--- config.mk ---
export PLATFORM = sky130hd
export DESIGN_NAME = fifod2mac
export DESIGN_NICKNAME = d
export VERILOG_FILES = /design/src/rtl/fifod2mac_pkg.sv /design/src/rtl/fifod2mac.sv
export SDC_FILE = /design/constraint.sdc
export NUM_CORES = 1
export LEC_CHECK = 0
export ABC_AREA = 1
export BUFFER_PORTS_ARGS = -buffer_cell sky130_fd_sc_hd__buf_2
export CAP_MARGIN = 20
export CORE_MARGIN = 4
export CORE_UTILIZATION = 52
export CTS_BUF_LIST = sky130_fd_sc_hd__clkbuf_16
export DETAILED_ROUTE_END_ITERATION = 10
export GPL_TIMING_DRIVEN = 0
export HOLD_SLACK_MARGIN = 0.02
export PLACE_DENSITY = 0.87
export SYNTH_ARGS = -nofsm -noshare
export SYNTH_HDL_FRONTEND = slang
export SYNTH_SLANG_ARGS = --single-unit
--- constraint.sdc ---
create_clock -name clk -period 1.48 [get_ports clk]
set_input_delay 0.148 -clock clk [delete_from_list [all_inputs] [get_ports clk]]
set_output_delay 0.148 -clock clk [all_outputs]
set_load 0.005 [all_outputs]
--- src/rtl/fifod2mac_pkg.sv ---
// Shared definitions for the flag-handshake transfer blocks (fifod2mac, mac2fifoc).
// Holds the state encoding and the default payload limits.
package fifod2mac_pkg;

    typedef enum logic [1:0] {
        IDLE  = 2'd0,
        WORK  = 2'd1,
        DRAIN = 2'd2,
        DONE  = 2'd3
    } state_t;

    localparam int         MAX_LEN_DEFAULT  = 1472;
    localparam logic [7:0] PAD_BYTE_DEFAULT = 8'h00;
    localparam int         TIMEOUT_DEFAULT  = 4096;

endpackage

--- src/rtl/fifod2mac.sv ---
// Drains exactly len bytes from the ADC data FIFO into the MAC UDP byte stream,
// padding over-requests and aborting with a sticky err when the MAC goes quiet.
module fifod2mac
    import fifod2mac_pkg::*;
#(
    parameter int         LEN_W    = 12,
    parameter int         MAX_LEN  = MAX_LEN_DEFAULT,
    parameter logic [7:0] PAD_BYTE = PAD_BYTE_DEFAULT,
    parameter int         TIMEOUT  = TIMEOUT_DEFAULT
) (
    input  logic             clk,
    input  logic             rst,
    input  logic             fs,
    output logic             fd,
    output logic             err,
    input  logic [LEN_W-1:0] tx_len,
    input  logic             udp_txen,
    output logic [7:0]       udp_txd,
    output logic             fifod_rxen,
    input  logic [7:0]       fifod_rxd
);

    localparam int               TO_W      = $clog2(TIMEOUT + 1);
    localparam logic [LEN_W-1:0] MAX_LEN_L = LEN_W'(MAX_LEN);
    localparam logic [TO_W-1:0]  TO_LAST   = TO_W'(TIMEOUT - 1);

    state_t           state_reg, state_next;
    logic [LEN_W-1:0] len_reg, len_next;
    logic [LEN_W-1:0] cnt_reg, cnt_next;
    logic [TO_W-1:0]  to_reg, to_next;
    logic             err_reg, err_next;
    logic             fd_reg;
    logic             rd_d1_reg;
    logic [LEN_W-1:0] len_clamped;

    assign len_clamped = (tx_len > MAX_LEN_L) ? MAX_LEN_L : tx_len;

    always_comb begin
        state_next = state_reg;
        len_next   = len_reg;
        cnt_next   = cnt_reg;
        to_next    = to_reg;
        err_next   = err_reg;
        fifod_rxen = 1'b0;
        case (state_reg)
            IDLE: begin
                if (fs) begin
                    len_next   = len_clamped;
                    cnt_next   = '0;
                    to_next    = '0;
                    err_next   = 1'b0;
                    state_next = (len_clamped == '0) ? DRAIN : WORK;
                end
            end
            WORK: begin
                fifod_rxen = udp_txen && (cnt_reg < len_reg);
                if (fifod_rxen)
                    cnt_next = cnt_reg + LEN_W'(1);
                // A request on the threshold cycle wins over the timeout.
                if (udp_txen)
                    to_next = '0;
                else
                    to_next = to_reg + TO_W'(1);
                if (cnt_reg == len_reg) begin
                    state_next = DRAIN;
                end else if (!udp_txen && (to_reg == TO_LAST)) begin
                    err_next   = 1'b1;
                    state_next = DRAIN;
                end
            end
            DRAIN: begin
                if (!udp_txen)
                    state_next = DONE;
            end
            DONE: begin
                if (!fs)
                    state_next = IDLE;
            end
            default: state_next = IDLE;
        endcase
    end

    always_ff @(posedge clk or posedge rst) begin
        if (rst) begin
            state_reg <= IDLE;
            len_reg   <= '0;
            cnt_reg   <= '0;
            to_reg    <= '0;
            err_reg   <= 1'b0;
            fd_reg    <= 1'b0;
            rd_d1_reg <= 1'b0;
        end else begin
            state_reg <= state_next;
            len_reg   <= len_next;
            cnt_reg   <= cnt_next;
            to_reg    <= to_next;
            err_reg   <= err_next;
            fd_reg    <= (state_next == DONE);
            rd_d1_reg <= fifod_rxen;
        end
    end

    // FIFO data arrives one cycle after the read, lining up with rd_d1_reg.
    assign udp_txd = rd_d1_reg ? fifod_rxd : PAD_BYTE;
    assign fd      = fd_reg;
    assign err     = err_reg;

endmodule

==> flow_summary.rst, run 1 <==
.. list-table::
   :header-rows: 1

   * - Metric
     - Value
   * - Crit path max fanout
     - 6
   * - CTS max path bufs
     - 2
   * - Status
     - finished, violations left
   * - Final hold violation count
     - 0
   * - Fraction of final layout cells sized beyond drive strength 1
     - 0.379
   * - Flip-flop count of the largest register, all copies and words added
     - 13
   * - Async set-reset flop share out of synthesis
     - 1.00
   * - Yosys top cell area share
     - 0.410
   * - Total DRC errors in the routed layout
     - 0
   * - Count of nets after finishing
     - between 400 and 500
   * - Final setup vio count
     - 26
   * - DP HPWL
     - 4390 µm
   * - Routed via count divided by cell count
     - 5.84
   * - Post-Synth XOR/XNOR Area
     - 0.0342
   * - Number of antenna violations at the first check in global routing
     - 0
   * - Depth of the CTS H-tree
     - 2
   * - Number of enable flip-flop cells after synthesis
     - 0
   * - Post-DRT Antenna Nets
     - 0
   * - Critical path endpoint category
     - output port
   * - TritonRoute pass-1 iters
     - 7
   * - Overflow left after global routing
     - 0
   * - Root cell of the clock tree
     - clkbuf_16
   * - Placement Setup Slack
     - -0.349 ns
   * - Core Rows
     - 25
   * - Max-cap violation count
     - 0
   * - Power Total
     - approximately 5.2 mW
   * - Fin crit share
     - 1.23
   * - Largest family of logic cells by synthesized area
     - simple AND/OR/NAND/NOR gates
   * - Violated checks
     - negative setup slack
   * - Area growth from synthesis to final layout
     - 40.1%
   * - Number of instances in the synthesized netlist
     - 343
   * - Via count
     - roughly 2,800
   * - Final worst clock skew
     - 0.00855 ns
   * - Peak supply drop
     - 0.944 mV
   * - Synthesized-area fraction occupied by ao, oa, aoi and oai cells
     - 0.114
   * - Path depth of the worst reg2reg path
     - 10
   * - Initial standard-cell utilization of the core
     - 0.539
   * - Average routed wire per standard cell
     - approximately 18 µm
   * - Synthesized cell area
     - 2560 µm²
   * - Worst Setup Start Kind
     - flop
   * - Reg-to-Reg End
     - cnt_reg[7]
   * - Antenna diode count
     - 0
   * - Clock insertion delay at the later pin of the skew report
     - around 0.30 ns
   * - Count of hold buffers inserted by post-cts repair
     - 0
   * - Category of the critical setup timing path
     - reg2out
   * - Post-synthesis adder-cell area fraction
     - 0.0683
   * - Total clock sinks
     - 42
   * - Max frequency
     - 548 MHz
   * - Final worst path period need
     - 1.83 ns
   * - Vertical die dimension
     - 78.2 µm
   * - Count of pins on the block boundary
     - 35
   * - Reg-to-reg critical path startpoint
     - cnt_reg[2]
   * - Arrival time of data at the critical path endpoint
     - 1.68 ns
   * - Instance count after placement with tap cells included
     - 444
   * - Top post-synthesis cells by count
     - 76 x nand2_1, 53 x inv_1, 51 x nor2_1, 42 x dfrtp_1, 23 x nand3_1
   * - Global-route wire length before repair
     - 11,400 µm
   * - Cells taking the most area after synthesis
     - dfrtp_1 41%, nand2_1 11%, inv_1 7.8%
   * - Total leakage power
     - 1.82 nW
   * - CP required
     - around 1.3 ns
   * - Detailed Route Iter0 Violations
     - 260
   * - Post-route non-filler standard cell count
     - 486
   * - Basic-gate share of the synthesized area counting and, or, nand and nor cells
     - 0.282
   * - Routed wire length
     - 8550 µm
   * - Number of filler cells placed in the layout
     - 309
   * - Final worst setup slack
     - -0.346 ns
   * - Multiplexer area fraction after synthesis
     - 0
   * - Core outline area
     - ~4800 µm²
   * - Number of buffers created by CTS
     - 5
   * - Synthesis-stage register bit count
     - 42
   * - Worst Tran Pin Value
     - 0.907 ns
   * - Largest net degree at the start of global routing
     - 43
   * - PortBufs
     - 34
   * - Floorplan die area
     - 6120 µm²
   * - Syn. warnings
     - 0
   * - Setup repair after global routing missed its margin
     - yes
   * - Horizontal die dimension
     - between 70 and 80 µm
   * - Routability congestion estimate from global placement
     - 0.843
   * - Clock slew seen by the registers of the worst setup and hold paths
     - 0.07 ns
   * - Leading cell type by number of instances after synthesis
     - nand2_1
   * - Worst slew margin relative to its limit
     - 0.395
   * - Summed negative setup slack over all endpoints
     - -5.09 ns
   * - Number of library cell types mapped by synthesis
     - 32
   * - Total power per unit cell area
     - 1450 nW/µm²
   * - Average cell area after synthesis
     - 7.47 µm²
   * - Total routing usage reported by global routing
     - 0.234
   * - Seq/Total Area, Yosys
     - 0.410
   * - Number of global-route vias before repair
     - 2,538
   * - Post-Route Hold Slack
     - 0.0366 ns
   * - Biggest area consumer among synthesized cells
     - dfrtp_1
   * - Slack of the worst reg-to-reg path
     - -0.34 ns
   * - Pins over their slew limit
     - 0
   * - Class of the tightest hold or removal check
     - in2async
   * - CTS tree
     - done
   * - Primary FF master, synth
     - dfrtp_1
   * - Synthesized netlist net count
     - 381
-- metrics by stage --
stage	area, µm²	util
finish	3590	0.756
global route	3590	0.756
CTS	3170	0.666
detailed placement	2820	0.593
global placement	2820	0.593
floorplan	2560	-
-- cell usage in the layout (no fill, tap or decap), types with 2 or more instances in the layout --
master     count
clkbuf_16      6
clkbuf_1       2
nor2_2         4
xnor2_1        2
nand2_4       10
a21oi_1        9
ha_1           7
nand3_1       20
dfrtp_2        6
a21oi_2        4
o21ai_1        7
nand4_1        3
nor2_1        43
nor2_4         8
o21ai_0        9
inv_2         11
nand2_1       50
buf_2         34
o21ai_2        6
o22ai_1        9
inv_1         43
nand2_2       16
xor2_1         8
buf_6          4
ha_4           6
buf_4         30
dfrtp_1       36
nor3_1         4
a31oi_1        2
nand3_2        4
-- report_power, final --
group	total (mW)	switching, mW	leakage [nW]	internal (mW)
sequential	1.58	0.193	0.545	1.38
clock	1.31	0.514	0.0842	0.801
combinational	2.33	1.41	1.19	0.924
total	5.22	2.11	1.82	3.11
-- routing by layer --
metal	track usage	routed length (µm)
met2	0.420	4270
met1	0.265	3090
met5	0	0
met4	0.112	487
met3	0.0470	699
-- critical path, cell delays in order, from the launching register on --
cell and delay (ns):
dfrtp_2 0.46, ha_1 0.30, nand2_1 0.11, o21ai_2 0.19, nand2_4 0.07, nand3_4 0.09, inv_2 0.05, buf_6 0.11
-- kinds of logic after synthesis --
group	count (synthesis)
buffers and inverters	59
DFF	42
and+or+nand+nor	166
adders and majority gates	14
AOI/OAI and AO/OA	52
xor gates and xnor gates	10
-- what timing repair did --
item / in CTS / in global routing
resized for setup: 34 / 71
gates cloned: 0 / 1
hold endpoints to repair: 0 / 0
pin swaps: 7 / 17
buffers inserted: 11 / 23
setup endpoints to repair: 18 / 29
-- layout make-up --
| class | count | area, µm² | area share |
|---|---|---|---|
| multi-input cells | 242 | 1580 | 0.441 |
| inverters | 54 | 203 | 0.0564 |
| well taps | 67 | 83.8 | 0.0233 |
| repair buffers | 68 | 460 | 0.128 |
| clock buffers | 5 | 125 | 0.0348 |
| clock inverters | 3 | 43.8 | 0.0122 |
| plain buffers | 5 | 35.0 | 0.00975 |
| flip-flops and latches | 42 | 1060 | 0.295 |
-- worst max path at each step --
stage                           start          end
final                      cnt_reg[2]   fifod_rxen
after global placement     cnt_reg[7]   cnt_reg[6]
after floorplan           cnt_reg[11]  cnt_reg[10]
after detailed placement   cnt_reg[7]   cnt_reg[0]
after global routing       cnt_reg[2]   fifod_rxen
after CTS                 cnt_reg[11]   fifod_rxen
No activity file was read; power rests on OpenSTA's default activity.
==> inputs of run 2 (changes only) <==
Settings changed: GPL_TIMING_DRIVEN 0 to default.
==> flow_summary.rst, run 2 (synthesis results as in run 1) <==
.. list-table::
   :header-rows: 1

   * - Metric
     - Value
   * - Detailed Route Iter0 Violations
     - 270 (+3.8%)
   * - Worst Tran Pin Value
     - 0.546 ns (-0.361 ns)
   * - Global routing's busiest layer
     - met2
   * - Most frequent cells in the layout
     - 63 x nand2_1, 52 x buf_4, 44 x nor2_1, 41 x inv_1, 40 x dfrtp_1
   * - GR met1 Demand/Resource
     - 0.266 (+0.00152)
   * - Largest net degree at the start of global routing
     - 43 (unchanged)
   * - Area growth from synthesis to final layout
     - 44.5%
   * - Final worst path period need
     - 1.81 ns (-0.0193 ns)
   * - Leading cell type in the layout, fill and taps excluded
     - nand2_1
   * - DP HPWL
     - 4590 µm (+4.5%)
   * - Max frequency
     - 554 MHz (+1.1%)
   * - Status
     - finished, violations left
   * - Core outline area
     - 4750 µm² (unchanged)
   * - Power Total
     - 5.73 mW (+9.7%)
   * - Fraction of final layout cells sized beyond drive strength 1
     - 0.375 (-0.00419)
   * - Final hold violation count
     - 0 (unchanged)
   * - Floorplan die area
     - 6120 µm² (unchanged)
   * - TritonRoute pass-1 iters
     - 5 (-2)
   * - Instance count after placement with tap cells included
     - 475 (+7.0%)
   * - Post-DRT Antenna Nets
     - 0 (unchanged)
   * - Routed wire length
     - 8240 µm (-3.6%)
   * - Post-route non-filler standard cell count
     - 504 (+3.7%)
   * - Routability congestion estimate from global placement
     - 0.891 (+5.8%)
   * - Number of antenna violations at the first check in global routing
     - 0 (unchanged)
   * - Overflow left after global routing
     - 0 (unchanged)
   * - CTS max path bufs
     - 2 (unchanged)
   * - Horizontal die dimension
     - 78.2 µm (unchanged)
   * - Total leakage power
     - 1.86 nW (+2.0%)
   * - Count of pins on the block boundary
     - 35 (unchanged)
   * - Fin crit share
     - 1.22 (-0.0130)
   * - Max-cap violation count
     - 0 (unchanged)
   * - Root cell of the clock tree
     - clkbuf_16
   * - Depth of the CTS H-tree
     - 2 (unchanged)
   * - Placement Setup Slack
     - -0.251 ns (+0.0974 ns)
   * - Violated checks
     - negative setup slack
   * - Cells on Worst Hold Path
     - 3
   * - CP required
     - 1.33 ns (about the same)
   * - Setup repair after global routing missed its margin
     - yes
   * - Pins over their slew limit
     - 0 (unchanged)
   * - Global-route wire length before repair
     - 11,700 µm (+2.6%)
   * - Worst slew margin relative to its limit
     - 0.636 (+0.241)
   * - Flip-flop count of the largest register, all copies and words added
     - 13 (unchanged)
   * - Number of buffers created by CTS
     - 5 (unchanged)
   * - Via count
     - 2,830 (-0.21%)
   * - Met3 track demand over resource
     - 0.0528 (+0.00573)
   * - Class of the tightest hold or removal check
     - in2reg
   * - PortBufs
     - 34 (unchanged)
   * - Final worst clock skew
     - 0.00771 ns (-0.000833 ns)
   * - Hold_sp
     - tx_len[0]
   * - Total power per unit cell area
     - 1550 nW/µm² (+6.4%)
   * - Final setup vio count
     - 19 (-27%)
   * - CTS tree
     - done
   * - CP Launch Point
     - cnt_reg[9]
   * - Total routing usage reported by global routing
     - 0.245 (+0.0108)
   * - Crit path max fanout
     - 5 (-1)
   * - Number of global-route vias before repair
     - 2,619 (+3.2%)
   * - Clock slew seen by the registers of the worst setup and hold paths
     - 0.06 ns (about the same)
   * - Total clock sinks
     - 42 (unchanged)
   * - Category of the critical setup timing path
     - reg2out
   * - Worst Setup Start Kind
     - flop
   * - Number of filler cells placed in the layout
     - 296 (-4.2%)
   * - Reg-to-reg critical path startpoint
     - cnt_reg[7]
   * - Vertical die dimension
     - 78.2 µm (unchanged)
   * - Count of nets after finishing
     - 474 (+3.9%)
   * - Critical path endpoint category
     - output port
   * - Core Rows
     - 25 (unchanged)
   * - Average routed wire per standard cell
     - 16.4 µm (-7.0%)
   * - Routed via count divided by cell count
     - 5.62 (-3.8%)
   * - Met2 GRT Util
     - 0.442 (+0.0223)
   * - Final worst setup slack
     - -0.326 ns (+0.0193 ns)
   * - Arrival time of data at the critical path endpoint
     - 1.66 ns (-0.02 ns)
   * - Clock insertion delay at the later pin of the skew report
     - 0.29 ns (about the same)
   * - Total DRC errors in the routed layout
     - 0 (unchanged)
   * - Peak supply drop
     - 1.02 mV (+8.2%)
   * - Initial standard-cell utilization of the core
     - 0.539 (unchanged)
   * - Path depth of the worst reg2reg path
     - 9 (-1)
   * - Antenna diode count
     - 0 (unchanged)
   * - Final Core Density
     - 0.779 (+0.0234)
-- run 2: cell count changes in the layout (fill, tap and decap cells not counted), sizes merged --
cell         delta
bufinv          +1
dlygate4sd3     +1
buf            +21
inv             -2
clkinvlp        +1
clkbuf          -4
-- run 2: power breakdown --
part	switching, mW	internal, mW	total (mW)
logic	1.49	1.24	2.73
registers	0.171	1.38	1.55
clock network	0.480	0.970	1.45
total	2.14	3.59	5.73
-- run 2: final cells by class --
type	count	area, µm²	area share
multi-input combinational	242	1540	0.416
clock inverter	3	68.8	0.0186
timing repair buffer	91	622	0.168
sequential	42	1050	0.284
clock buffer	5	125	0.0338
inverter	54	209	0.0564
tap	67	83.8	0.0226
-- run 2: final timing paths --
kind | end | slack [ns]
max | fifod_rxen | -0.33
min | len_reg[0] | 0.13
max reg2reg | cnt_reg[11] | -0.27
min reg2reg | err | 0.50
max in group asynchronous | state_reg[1] | 0.54
min in group asynchronous | cnt_reg[2] | 0.53
-- run 2: what timing repair did --
action | in CTS | in global routing
gates resized for setup | 36 | 48
setup buffers | 7 | 14
hold buffers | 1 | 0
endpoints found under the setup margin | 16 | 37
pin swaps | 7 | 10
hold endpoints to repair | 42 | 0
-- run 2: worst max-delay path, cell delays in order, from the launching register on --
cell	delay, ns
dfrtp_2	0.44
ha_4	0.28
nand2_2	0.06
nor2_4	0.11
and2_4	0.16
nand2_4	0.05
nand3_4	0.10
inv_4	0.05
buf_6	0.11
-- run 2: per-stage QoR --
stage | cell area (µm²) | TNS (ns) | hold WS (ns)
floorplan | 2560 | -1.09 | 0.253
finish | 3700 | -3.67 | 0.130
CTS | 3420 | -2.76 | 0.0815
global route | 3700 | -5.29 | 0.128
global placement | 3060 | -1.33 | 0.309
detailed placement | 3060 | -2.20 | 0.313
-- run 2: routing by layer --
metal,wire (µm),vias up
met5,0,-
met4,477,0
met3,575,50
met2,4270,165
met1,2920,1326
li1,-,1289
==> inputs of run 3 (changes only) <==
Settings changed: CORE_UTILIZATION 52 to 54, CTS_BUF_LIST sky130_fd_sc_hd__clkbuf_16 to sky130_fd_sc_hd__clkbuf_8, GPL_TIMING_DRIVEN from default to 1, PLACE_DENSITY 0.87 to 0.9.
==> flow_summary.rst, run 3 (synthesis results as in run 1) <==
.. list-table::
   :header-rows: 1

   * - Metric
     - Value
   * - Status
     - finished, violations left
   * - Violated checks
     - negative setup slack
   * - Power Total
     - 5.49 mW (-4.2%)
   * - DP HPWL
     - 4750 µm (+3.6%)
   * - Path depth of the worst reg2reg path
     - 10 (+1)
   * - Peak supply drop
     - 0.996 mV (-2.4%)
   * - Post-Route Hold Slack
     - 0.0629 ns (-0.0670 ns)
   * - Global-route wire length before repair
     - 12,400 µm (+6.2%)
   * - Met2 GRT Util
     - 0.475 (+0.0330)
   * - Crit-path cells
     - ha_1 -> nand2_2 -> nor2_4 -> and2_4 -> nand2_4 -> nand3_4 -> inv_2 -> buf_6
   * - Total leakage power
     - 1.86 nW (about the same)
   * - Floorplan die area
     - 5910 µm² (-3.3%)
   * - TritonRoute pass-1 iters
     - 7 (+2)
   * - Routed via count divided by cell count
     - 6.02 (+7.3%)
   * - Max frequency
     - 528 MHz (-4.5%)
   * - Arrival time of data at the critical path endpoint
     - 1.74 ns (+0.08 ns)
   * - Final worst clock skew
     - 0.0119 ns (+0.00422 ns)
   * - Placement Setup Slack
     - -0.227 ns (+0.0246 ns)
   * - Worst slew margin relative to its limit
     - 0.629 (-0.00700)
   * - Reg-to-Reg End
     - cnt_reg[10]
   * - Max-cap violation count
     - 0 (unchanged)
   * - Instance count after placement with tap cells included
     - 462 (-2.7%)
   * - Final hold violation count
     - 0 (unchanged)
   * - Post-DRT Antenna Nets
     - 0 (unchanged)
   * - Total clock sinks
     - 42 (unchanged)
   * - CTS tree
     - done
   * - Overflow left after global routing
     - 0 (unchanged)
   * - Count of nets after finishing
     - 475 (+0.21%)
   * - Detailed Route Iter0 Violations
     - 414 (+53%)
   * - Post-route non-filler standard cell count
     - 490 (-2.8%)
   * - Initial standard-cell utilization of the core
     - 0.573 (+0.0338)
   * - Average routed wire per standard cell
     - 18.2 µm (+11%)
   * - Count of buffering cells on the critical path with inverters included
     - 2 (unchanged)
   * - Class of the tightest hold or removal check
     - in2reg
   * - Final setup vio count
     - 19 (unchanged)
   * - CTS max path bufs
     - 2 (unchanged)
   * - Total power per unit cell area
     - 1520 nW/µm² (-1.6%)
   * - Final worst setup slack
     - -0.412 ns (-0.0860 ns)
   * - Root cell of the clock tree
     - clkbuf_8
   * - Met3 track demand over resource
     - 0.0445 (-0.00826)
   * - Final worst path period need
     - 1.89 ns (+0.0860 ns)
   * - Slack of the worst reg-to-reg path
     - -0.40 ns (-0.13 ns)
   * - Layout Cell Area excl Fill
     - 3610 µm² (-2.6%)
   * - PortBufs
     - 34 (unchanged)
   * - Reg-to-reg critical path startpoint
     - cnt_reg[10]
   * - Setup repair after global routing missed its margin
     - yes
   * - Routed wire length
     - 8920 µm (+8.3%)
   * - Vertical die dimension
     - 76.9 µm (-1.7%)
   * - Total routing usage reported by global routing
     - 0.265 (+0.0202)
   * - Routability congestion estimate from global placement
     - 0.939 (+5.3%)
   * - Worst Setup Start Kind
     - flop
   * - Fin crit share
     - 1.28 (+0.0581)
   * - Count of pins on the block boundary
     - 35 (unchanged)
   * - Cell at the slowest stage of the critical path
     - dfrtp_1
   * - Number of buffers created by CTS
     - 5 (unchanged)
   * - GR met1 Demand/Resource
     - 0.305 (+0.0392)
   * - Critical path endpoint category
     - output port
   * - Core Rows
     - 24 (-4.0%)
   * - Core outline area
     - 4470 µm² (-5.9%)
   * - Global routing's busiest layer
     - met2
   * - Placed Area
     - 3050 µm² (-0.12%)
   * - Depth of the CTS H-tree
     - 2 (unchanged)
   * - Clock slew seen by the registers of the worst setup and hold paths
     - 0.08 ns (+0.02 ns)
   * - Crit path max fanout
     - 2 (-3)
   * - Critical Path Sink
     - fifod_rxen
   * - Flip-flop count of the largest register, all copies and words added
     - 13 (unchanged)
   * - Largest incremental delay on the critical path
     - 0.42 ns (-0.02 ns)
   * - Leading cell type in the layout, fill and taps excluded
     - nand2_1
   * - Clock insertion delay at the later pin of the skew report
     - 0.31 ns (+0.02 ns)
   * - Pins over their slew limit
     - 0 (unchanged)
   * - Largest net degree at the start of global routing
     - 43 (unchanged)
   * - Number of antenna violations at the first check in global routing
     - 0 (unchanged)
   * - CP required
     - 1.33 ns (about the same)
   * - Instance count on the critical path
     - 8 (unchanged)
   * - Via count
     - 2,951 (+4.3%)
   * - Antenna diode count
     - 0 (unchanged)
   * - Worst Tran Pin Value
     - 0.557 ns (+0.0105 ns)
   * - Number of global-route vias before repair
     - 2,705 (+3.3%)
   * - Horizontal die dimension
     - 76.9 µm (-1.7%)
   * - CP Launch Point
     - cnt_reg[10]
   * - Most frequent cells in the layout
     - 63 x nand2_1, 52 x buf_4, 45 x inv_1, 42 x nor2_1, 42 x dfrtp_1
   * - Fraction of final layout cells sized beyond drive strength 1
     - 0.349 (-0.0260)
   * - Area growth from synthesis to final layout
     - 40.7%
   * - Category of cells accounting for the largest share of critical-path delay
     - simple AND/OR/NAND/NOR gates
   * - Total DRC errors in the routed layout
     - 0 (unchanged)
   * - Category of the critical setup timing path
     - reg2out
## run 3: cell count changes in the layout (fill, tap and decap cells not counted), sizes merged
cell / previous run / this run
clkinv: 1 / 2
bufinv: 2 / 1
nand2: 77 / 78
## run 3: report_power, final
group	internal [mW]	total [mW]	switching, mW
registers	1.38	1.54	0.167
logic	1.34	3.01	1.67
clock network	0.497	0.939	0.442
total	3.21	5.49	2.28
## run 3: worst min-delay path by stage
stage,from,endpoint,slack (ns),depth (start not counted)
floorplan,udp_txen,fd,0.25,1
global placement,rst,cnt_reg[2],0.31,3
detailed placement,rst,cnt_reg[2],0.31,3
CTS,udp_txen,fd,0.07,2
global route,udp_txen,fd,0.07,2
finish,udp_txen,fd,0.06,2
## run 3: worst register-to-register path, delay by kind of cell (launching register included)
family                   cells  cell delay, ns
AND/OR/NAND/NOR              8            0.80
flip-flops                   1            0.42
adder cells (fa/ha/maj)      1            0.34
buffers and inverters        1            0.22
## run 3: through the flow
step	setup TNS, ns	util
global route	-7.08	0.806
detailed placement	-2.88	0.682
global placement	-1.93	0.682
CTS	-4.24	0.746
floorplan	-1.09	-
finish	-5.66	0.806
## run 3: timing repair
item,4_1_cts,5_1_grt
pin swaps,9,19
gates cloned,1,0
hold endpoints to repair,42,0
resized for setup,31,45
buffers inserted,7,13
endpoints found under the setup margin,17,33
hold buffers,1,0
## run 3: cell type report
class                           count  area (µm²)
Multi-Input combinational cell    243        1540
Sequential cell                    42        1050
Fill cell                         226         868
Timing Repair Buffer               91         631
Inverter                           54         206
Clock buffer                        5        68.8
Tap cell                           52        65.1
Clock inverter                      3        40.0
## run 3: layer usage
layer / part of all wire / vias up
li1: - / 1289
met1: 0.37 / 1340
met2: 0.49 / 260
met3: 0.096 / 62
met4: 0.050 / 0
met5: 0 / -
